==> src/rtl/fir_sample_fifo.sv <==
// Sample FIFO between the FIR sample producer and the FIR datapath; stores DEPTH signed words.
// Latency: registered read, dout valid right after the edge that accepts ren; flags follow pointers combinationally.
// Backpressure: writes while full and reads while empty are dropped; the producer watches full, the consumer watches empty.
module fir_sample_fifo #(
    parameter int WIDTH  = 16,
    parameter int DEPTH  = 64,
    parameter int ADDR_W = 6
) (
    input  logic              clk,
    input  logic              rstn,
    input  logic              wen,
    input  logic [WIDTH-1:0]  din,
    output logic              full,
    input  logic              ren,
    output logic [WIDTH-1:0]  dout,
    output logic              empty,
    output logic [ADDR_W:0]   count
);

    logic [WIDTH-1:0] mem [DEPTH];
    logic [ADDR_W:0]  wptr;
    logic [ADDR_W:0]  rptr;
    logic             wr_ok;
    logic             rd_ok;

    // MSB of each pointer is a wrap bit, so equal low bits mean either empty or full.
    assign empty = (wptr == rptr);
    assign full  = (wptr[ADDR_W-1:0] == rptr[ADDR_W-1:0]) && (wptr[ADDR_W] != rptr[ADDR_W]);
    assign count = wptr - rptr;

    assign wr_ok = wen && !full;
    assign rd_ok = ren && !empty;

    always_ff @(posedge clk) begin
        if (wr_ok) begin
            mem[wptr[ADDR_W-1:0]] <= din;
        end
    end

    always_ff @(posedge clk or negedge rstn) begin
        if (!rstn) begin
            wptr <= '0;
            rptr <= '0;
            dout <= '0;
        end else begin
            if (wr_ok) begin
                wptr <= wptr + 1'b1;
            end
            if (rd_ok) begin
                dout <= mem[rptr[ADDR_W-1:0]];
                rptr <= rptr + 1'b1;
            end
        end
    end

endmodule

==> config.mk <==
export PLATFORM = sky130hd
export DESIGN_NAME = fir_sample_fifo
export DESIGN_NICKNAME = d
export VERILOG_FILES = /design/src/rtl/fir_sample_fifo.sv
export SDC_FILE = /design/constraint.sdc
export NUM_CORES = 1
export LEC_CHECK = 0
export CORE_ASPECT_RATIO = 1.1
export CORE_MARGIN = 4
export CORE_UTILIZATION = 40
export CTS_BUF_LIST = sky130_fd_sc_hd__clkbuf_16
export DETAILED_ROUTE_END_ITERATION = 7
export PLACE_DENSITY = 0.61
export SLEW_MARGIN = 20
export SYNTH_ARGS = -nofsm -noshare
export SYNTH_HDL_FRONTEND = slang
export SYNTH_SLANG_ARGS = --single-unit
==> constraint.sdc <==
create_clock -name clk -period 3.9 [get_ports clk]
set_input_delay 0.975 -clock clk [delete_from_list [all_inputs] [get_ports clk]]
set_output_delay 0.975 -clock clk [all_outputs]
set_load 0.1 [all_outputs]
==> impl_metrics.py <==
metrics = {
    "sta": {
        "layout_worst_path_cycle_share_pct": 97.07,
        "fin_hold_ws_ns": 0.4600,
        "clock.fmax_mhz": 264.1,
        "rsz0062_at_grt": "no",
        "period_needed_ns": 3.786,
        "tns_ns": 0,
        "finalSetupViolations": 0,
        "fin_skew_ns": 0.02327,
        "finalHoldViolCount": 0,
        "drv_slew": 0,
        "worst_pin_slew_ns": 1.136,
        "max-slew-margin-rel_pct": 24.28,
    },
    "logic_synthesis": {
        "synth-seq-cells": 1054,
        "synthCells": 2090,
        "syn_nets": 2119,
        "syn_avg_cell_area_sq_um": 19.60,
        "syn_area_sq_um": 40970,
        "synth_edf_count": 1024,
        "yosys.cell_types.count": 58,
        "yosysSeqAreaShare_pct": 76.89,
        "ys.flop_type": "edfxtp_1",
        "yosys_warnings": 0,
        "synthArstFlopShare_pct": 2.846,
    },
    "clock_network": {
        "clock_sinks": 1054,
        "clock_latency_ns": 0.67,
        "cts-root-buf": "clkbuf_16",
        "numCtsBuffers": 108,
        "cts.path.max_buffers": 3,
        "cts_max_level": 3,
        "cts.clk_slew.worst_paths_ns": 0.06,
        "cts_hold_buf": 0,
        "cts_tree": "built",
    },
    "cells_and_area": {
        "final_common_cell": "edfxtp_1",
        "areaGrowthSynthToFinish_pct": 15.93,
        "stdcell_count": 3753,
        "mostFrequentLayoutCells": "edfxtp_1, mux2i_1, buf_4",
        "fin_util_pct": 46.93,
        "nets": 2324,
        "drive_gt1_share_pct": 22.29,
    },
    "floorplanning": {
        "core-area_sq_um": 101200,
        "initial_core_util_pct": 40.48,
        "num_rows": 122,
        "pin_count": 45,
        "die_y_um": 343.6,
        "die_w_um": 313.1,
        "die-area_sq_um": 107600,
    },
    "worst_setup_path": {
        "cp_max_fo": 11,
        "cp.required_ns": 2.92,
        "arrival_ns": 2.81,
        "crit_path_start_kind": "register",
        "rr_worst_depth": 9,
        "crit_path_end_kind": "primary output",
        "reg2reg_slack_ns": 0.36,
        "path_class": "reg -> out",
        "cp-startpoint": "wptr[1]",
        "timing.rr.start": "rptr[1]",
        "endpoint": "count[5]",
        "reg2reg_to": "dout[6]",
    },
    "grt": {
        "grt_max_degree": 84,
        "grt_util_met3_pct": 3.229,
        "antenna_found_initial": 0,
        "grt_pass1_vias": 21353,
        "grt.total_usage_pct": 19.75,
        "grt_overflow": 0,
        "grt_pass1_wl_um": 154600,
        "met1_usage_pct": 27.49,
        "top_usage_layer": "met2",
        "met2_usage_pct": 32.51,
    },
    "flow_run": {
        "maxCapViolCount": 0,
    },
    "pwr": {
        "peakVddDrop_v": 0.001249,
        "seqPwrFrac_pct": 37.2,
        "power.switching_w": 0.01254,
        "intPower_w": 0.02343,
        "p_sw_share_pct": 34.87,
        "power_density_nw_per_um2": 757.5,
        "share_comb_of_total_power_pct": 34.1,
        "leakagePower_nw": 15.62,
        "total_power_w": 0.03598,
        "power.share.clock_pct": 28.7,
    },
    "drt": {
        "postRouteWirelength_um": 106700,
        "vias_per_cell": 5.662,
        "avgRoutedWirePerCell_um": 28.43,
        "drtIter0Drc": 2550,
        "ant_nets": 0,
        "post-route-drc-count": 0,
        "vias": 21249,
        "firstDrtPassIters": 5,
    },
    "placed_design": {
        "dp.cells": 3546,
        "io_buffers": 44,
        "dpl.hpwl_um": 64420,
        "gp_congestion": 0.8448,
    },
    "status": {
        "outcome": "completed",
    },
    "min_path": {
        "hp-class": "in -> async",
    },
}
through the flow:
step           cell area, sq um  setup slack (ns)
6_report                  47490            0.1141
5_1_grt                   47490           0.02751
4_1_cts                   47450           0.05015
3_5_place_dp              43820            0.4085
3_3_place_gp              43820            0.4325
2_1_floorplan             40980           -0.8212
worst min path at each step:
stage	slack (ns)	cells after the start	start	to
6_report	0.46	1	rstn	dout[2]
5_1_grt	0.47	1	rstn	dout[4]
4_1_cts	0.44	1	rstn	dout[2]
3_5_place_dp	0.51	1	wptr[6]	wptr[6]
3_3_place_gp	0.48	1	wptr[6]	wptr[6]
2_1_floorplan	0.46	1	wptr[6]	wptr[6]
final cells by class:
class | count | area (sq um)
Antenna cell | 2 | 5.005
Timing Repair Buffer | 217 | 1837
Clock buffer | 109 | 2728
Tap cell | 1364 | 1707
Inverter | 12 | 45.04
Fill cell | 8385 | 53710
Sequential cell | 1054 | 31510
Clock inverter | 93 | 883.3
Multi-Input combinational cell | 902 | 8778
worst max-delay path: stages (launching register included):
cell and delay, ns:
dfrtp_1 0.51, ha_1 0.38, a21o_1 0.17, a21o_1 0.19, a21o_1 0.18, a21oi_1 0.29
xnor2_2 0.20, buf_12 0.21
power by group through the flow:
| stage | clock (W) | sequential, W | combinational (W) |
|---|---|---|---|
| after CTS | 0.0105 | 0.0134 | 0.0123 |
| after global placement | 0 | 0.0136 | 0.0121 |
| final | 0.0103 | 0.0134 | 0.0123 |
| after floorplan | 0 | 0.0140 | 0.00725 |
| after detailed placement | 0 | 0.0136 | 0.0122 |
| after global routing | 0.0110 | 0.0134 | 0.0128 |
state kept, by name (all words and copies together) (netlist names):
signal	flops
rptr	7
mem	1024
wptr	7
dout	16
metal layers:
metal | vias to the layer above | routed length [um]
met5 | - | 0
met4 | 0 | 2860
met3 | 159 | 7514
met2 | 890 | 52080
met1 | 11165 | 44250
li1 | 9035 | -
cell families (layout without fill, tap and decap cells):
logic type	Yosys count	after routing	synth area share (%)
XOR/XNOR	17	17	0.3634
AND/OR/NAND/NOR	206	206	2.282
adder cells (fa/ha/maj)	9	9	0.2932
other	0	2	0
multiplexers	380	380	13.31
flip-flops	1054	1054	76.89
AO/OA/AOI/OAI	290	290	5.073
buffers and inverters	134	431	1.787
cell usage after synthesis, types with 9 or more instances:
cell       number  share of area [%]
nor2_1         83               0.76
a31oi_1        12               0.18
dfrtp_1        30                1.8
buf_2          39               0.48
nand4_1        13               0.20
o22ai_1        13               0.20
mux2i_1       223                5.4
nand2_1        46               0.42
a21oi_1        29               0.35
clkbuf_1       35               0.32
nand3_1        24               0.29
o21ai_0        28               0.34
o22a_1         11               0.24
xnor2_1        12               0.26
edfxtp_1     1024                 75
mux4_2        129                7.1
a2111oi_0      11               0.24
mux2_2         22               0.60
nor3_1         11               0.13
a221oi_1       22               0.47
inv_1           9              0.082
a22oi_1        70                1.3
o21ai_1        13               0.16
a211oi_1       33               0.60
o221ai_1       15               0.32
buf_4          32               0.59
what timing repair did:
action                                  CTS  global route
endpoints found under the setup margin    1             1
buffers inserted                          0             2
resized for setup                         5             0
pin swaps                                 2             2
(Power assumes the default switching activity.)
==> RTL edit, RTL diff (config.mk and constraints unchanged) <==
Register the output `count`, cleared by the reset; this adds one clock of latency there. The other outputs are not delayed to match.
--- a/src/rtl/fir_sample_fifo.sv
+++ b/src/rtl/fir_sample_fifo.sv
@@ -26,7 +26,13 @@
     // MSB of each pointer is a wrap bit, so equal low bits mean either empty or full.
     assign empty = (wptr == rptr);
     assign full  = (wptr[ADDR_W-1:0] == rptr[ADDR_W-1:0]) && (wptr[ADDR_W] != rptr[ADDR_W]);
-    assign count = wptr - rptr;
+    always_ff @(posedge clk or negedge rstn) begin
+        if (!rstn) begin
+            count <= '0;
+        end else begin
+            count <= wptr - rptr;
+        end
+    end
 
     assign wr_ok = wen && !full;
     assign rd_ok = ren && !empty;
Behaviour: not the same (a bounded check fails within 4 cycles, from zero or initial values and one cycle with rstn low).
==> RTL edit against the original RTL <==
- the flow now finishes with violations (design-rule violations)
- total power fell by 7.3%
- sequential cell count grew 7
- design area fell by 1.4%
- non-clock buffer count down 63
- highest routed layer is now met5
- routed wire length shrank 10%
- synthesized area up 0.37%
- setup slack better by 0.028 ns
- cell count shrank 5.9%
==> RTL edit: results (changes against the original RTL) <==
drc: 3  # +3
synth_nets: 1950  # -8.0%
worstPathArrival_ns: 2.78  # -0.03 ns
totalWireLength_mm: 95.6  # -10%
preCtsSetupSlack_ns: 0.281  # -0.128 ns
synth.distinct_cells: 48  # -17%
hpwl_mm: 56.9  # -12%
synthTopCellsByCount: "1024 x edfxtp_1, 192 x mux4_2, 146 x mux2i_1"
cts_root_buffer: "clkbuf_16"
clock_skew_ns: 0.0321  # +0.00883 ns
yosysSeqAreaShare: 0.770  # +0.00143
status: "finished with violations"
drive_above_1_share: 0.231  # +0.00765
fill_cells: 8549  # +2.0%
drt-initial-drc-count: 2039  # -20%
grt.total_usage: 0.177  # -0.0202
cp_top_family: "simple AND/OR/NAND/NOR gates"
largest_register_ffs: 1024  # unchanged
cts_resized: 0  # -5
vdd_drop_max_uv: 891  # -29%
antenna_found_initial: 3  # +3
layout.nets: 2101  # -9.6%
grt_use_met3: 0.0357  # +0.00340
slowest_delay_ns: 0.57  # +0.06 ns
grt_pass1_vias: 20200  # -5.6%
avgViaCountPerCell: 5.54  # -2.1%
post_cts.repair.setup_buffers: 0  # unchanged
first_pass_iters: 8  # +3
synth_top_cells_by_area: "edfxtp_1 75%, mux4_2 11%, mux2i_1 3.6%"
grt_max_degree: 107  # +27%
grtUsageMet2: 0.288  # -0.0373
async_reset_ff_frac: 0.0349  # +0.00641
leakagePower_nw: 15.1  # -3.2%
gp_congestion: 0.859  # +1.7%
place_area_mm2: 0.0435  # -0.79%
cp_max_fo: 13  # +2
cts_buffers: 100  # -7.4%
crit_slowest_cell: "dfrtp_4"
grtUsageMet1: 0.239  # -0.0363
failed_checks: "design-rule violations"
relSlewSlack: 0.295  # +0.0522
RTL edit: cell types whose count changed after synthesis, sizes merged, moves of 15 or more:
cell,before,now
a211oi,33,2
a221oi,22,4
a22oi,70,50
buf,87,68
mux2,28,3
mux2i,223,146
mux4,129,220
o21ai,41,17
o221ai,15,0
RTL edit: where the power goes:
group	switching (mW)	total, mW	internal, mW
logic	6.17	9.97	3.80
clock network	4.11	9.88	5.77
registers	0.390	13.5	13.1
total	10.7	33.3	22.7
RTL edit: final cells by class:
| type | count | area [um2] | share of cell area |
|---|---|---|---|
| clock buffers | 103 | 2580 | 0.0550 |
| clock inverters | 83 | 782 | 0.0167 |
| repair buffers | 154 | 1230 | 0.0263 |
| well taps | 1375 | 1720 | 0.0367 |
| diodes | 2 | 5.00 | 0.000107 |
| inverters | 11 | 41.3 | 0.000881 |
| multi-input cells | 744 | 8800 | 0.188 |
| flip-flops and latches | 1061 | 31700 | 0.676 |
RTL edit: logic make-up after synthesis:
kind of cell / Yosys count / synth area share
compound gates: 146 / 0.0256
mux: 369 / 0.159
buf+inv: 116 / 0.0163
xor+xnor: 18 / 0.00383
flops: 1061 / 0.770
simple gates: 202 / 0.0216
fa+ha+maj: 9 / 0.00292
RTL edit: per-stage QoR:
step | hold slack (ns) | cells
2_1_floorplan | 0.462 | 1921
3_3_place_gp | 0.488 | 3345
3_5_place_dp | 0.493 | 3345
4_1_cts | 0.223 | 3531
5_1_grt | 0.249 | 3531
6_report | 0.257 | 3533
RTL edit: layer usage:
| layer | share of wire | up-vias |
|---|---|---|
| li1 | - | 8345 |
| met1 | 0.41 | 10400 |
| met2 | 0.48 | 627 |
| met3 | 0.065 | 171 |
| met4 | 0.038 | 2 |
| met5 | 0.00014 | - |
RTL edit: worst paths after layout:
| path | start | endpoint | slack, ns | depth (start not counted) |
|---|---|---|---|---|
| worst max register to register | rptr[3] | mem[15][5] | 0.32 | 9 |
| worst min-delay path | rstn | dout[11] | 0.26 | 1 |
| worst min register to register | rptr[6] | rptr[6] | 0.51 | 1 |
| max in group asynchronous | rstn | count[3] | 2.89 | 2 |
| min in group clk | rptr[6] | rptr[6] | 0.51 | 1 |
| worst max-delay path | rptr[3] | empty | 0.14 | 7 |
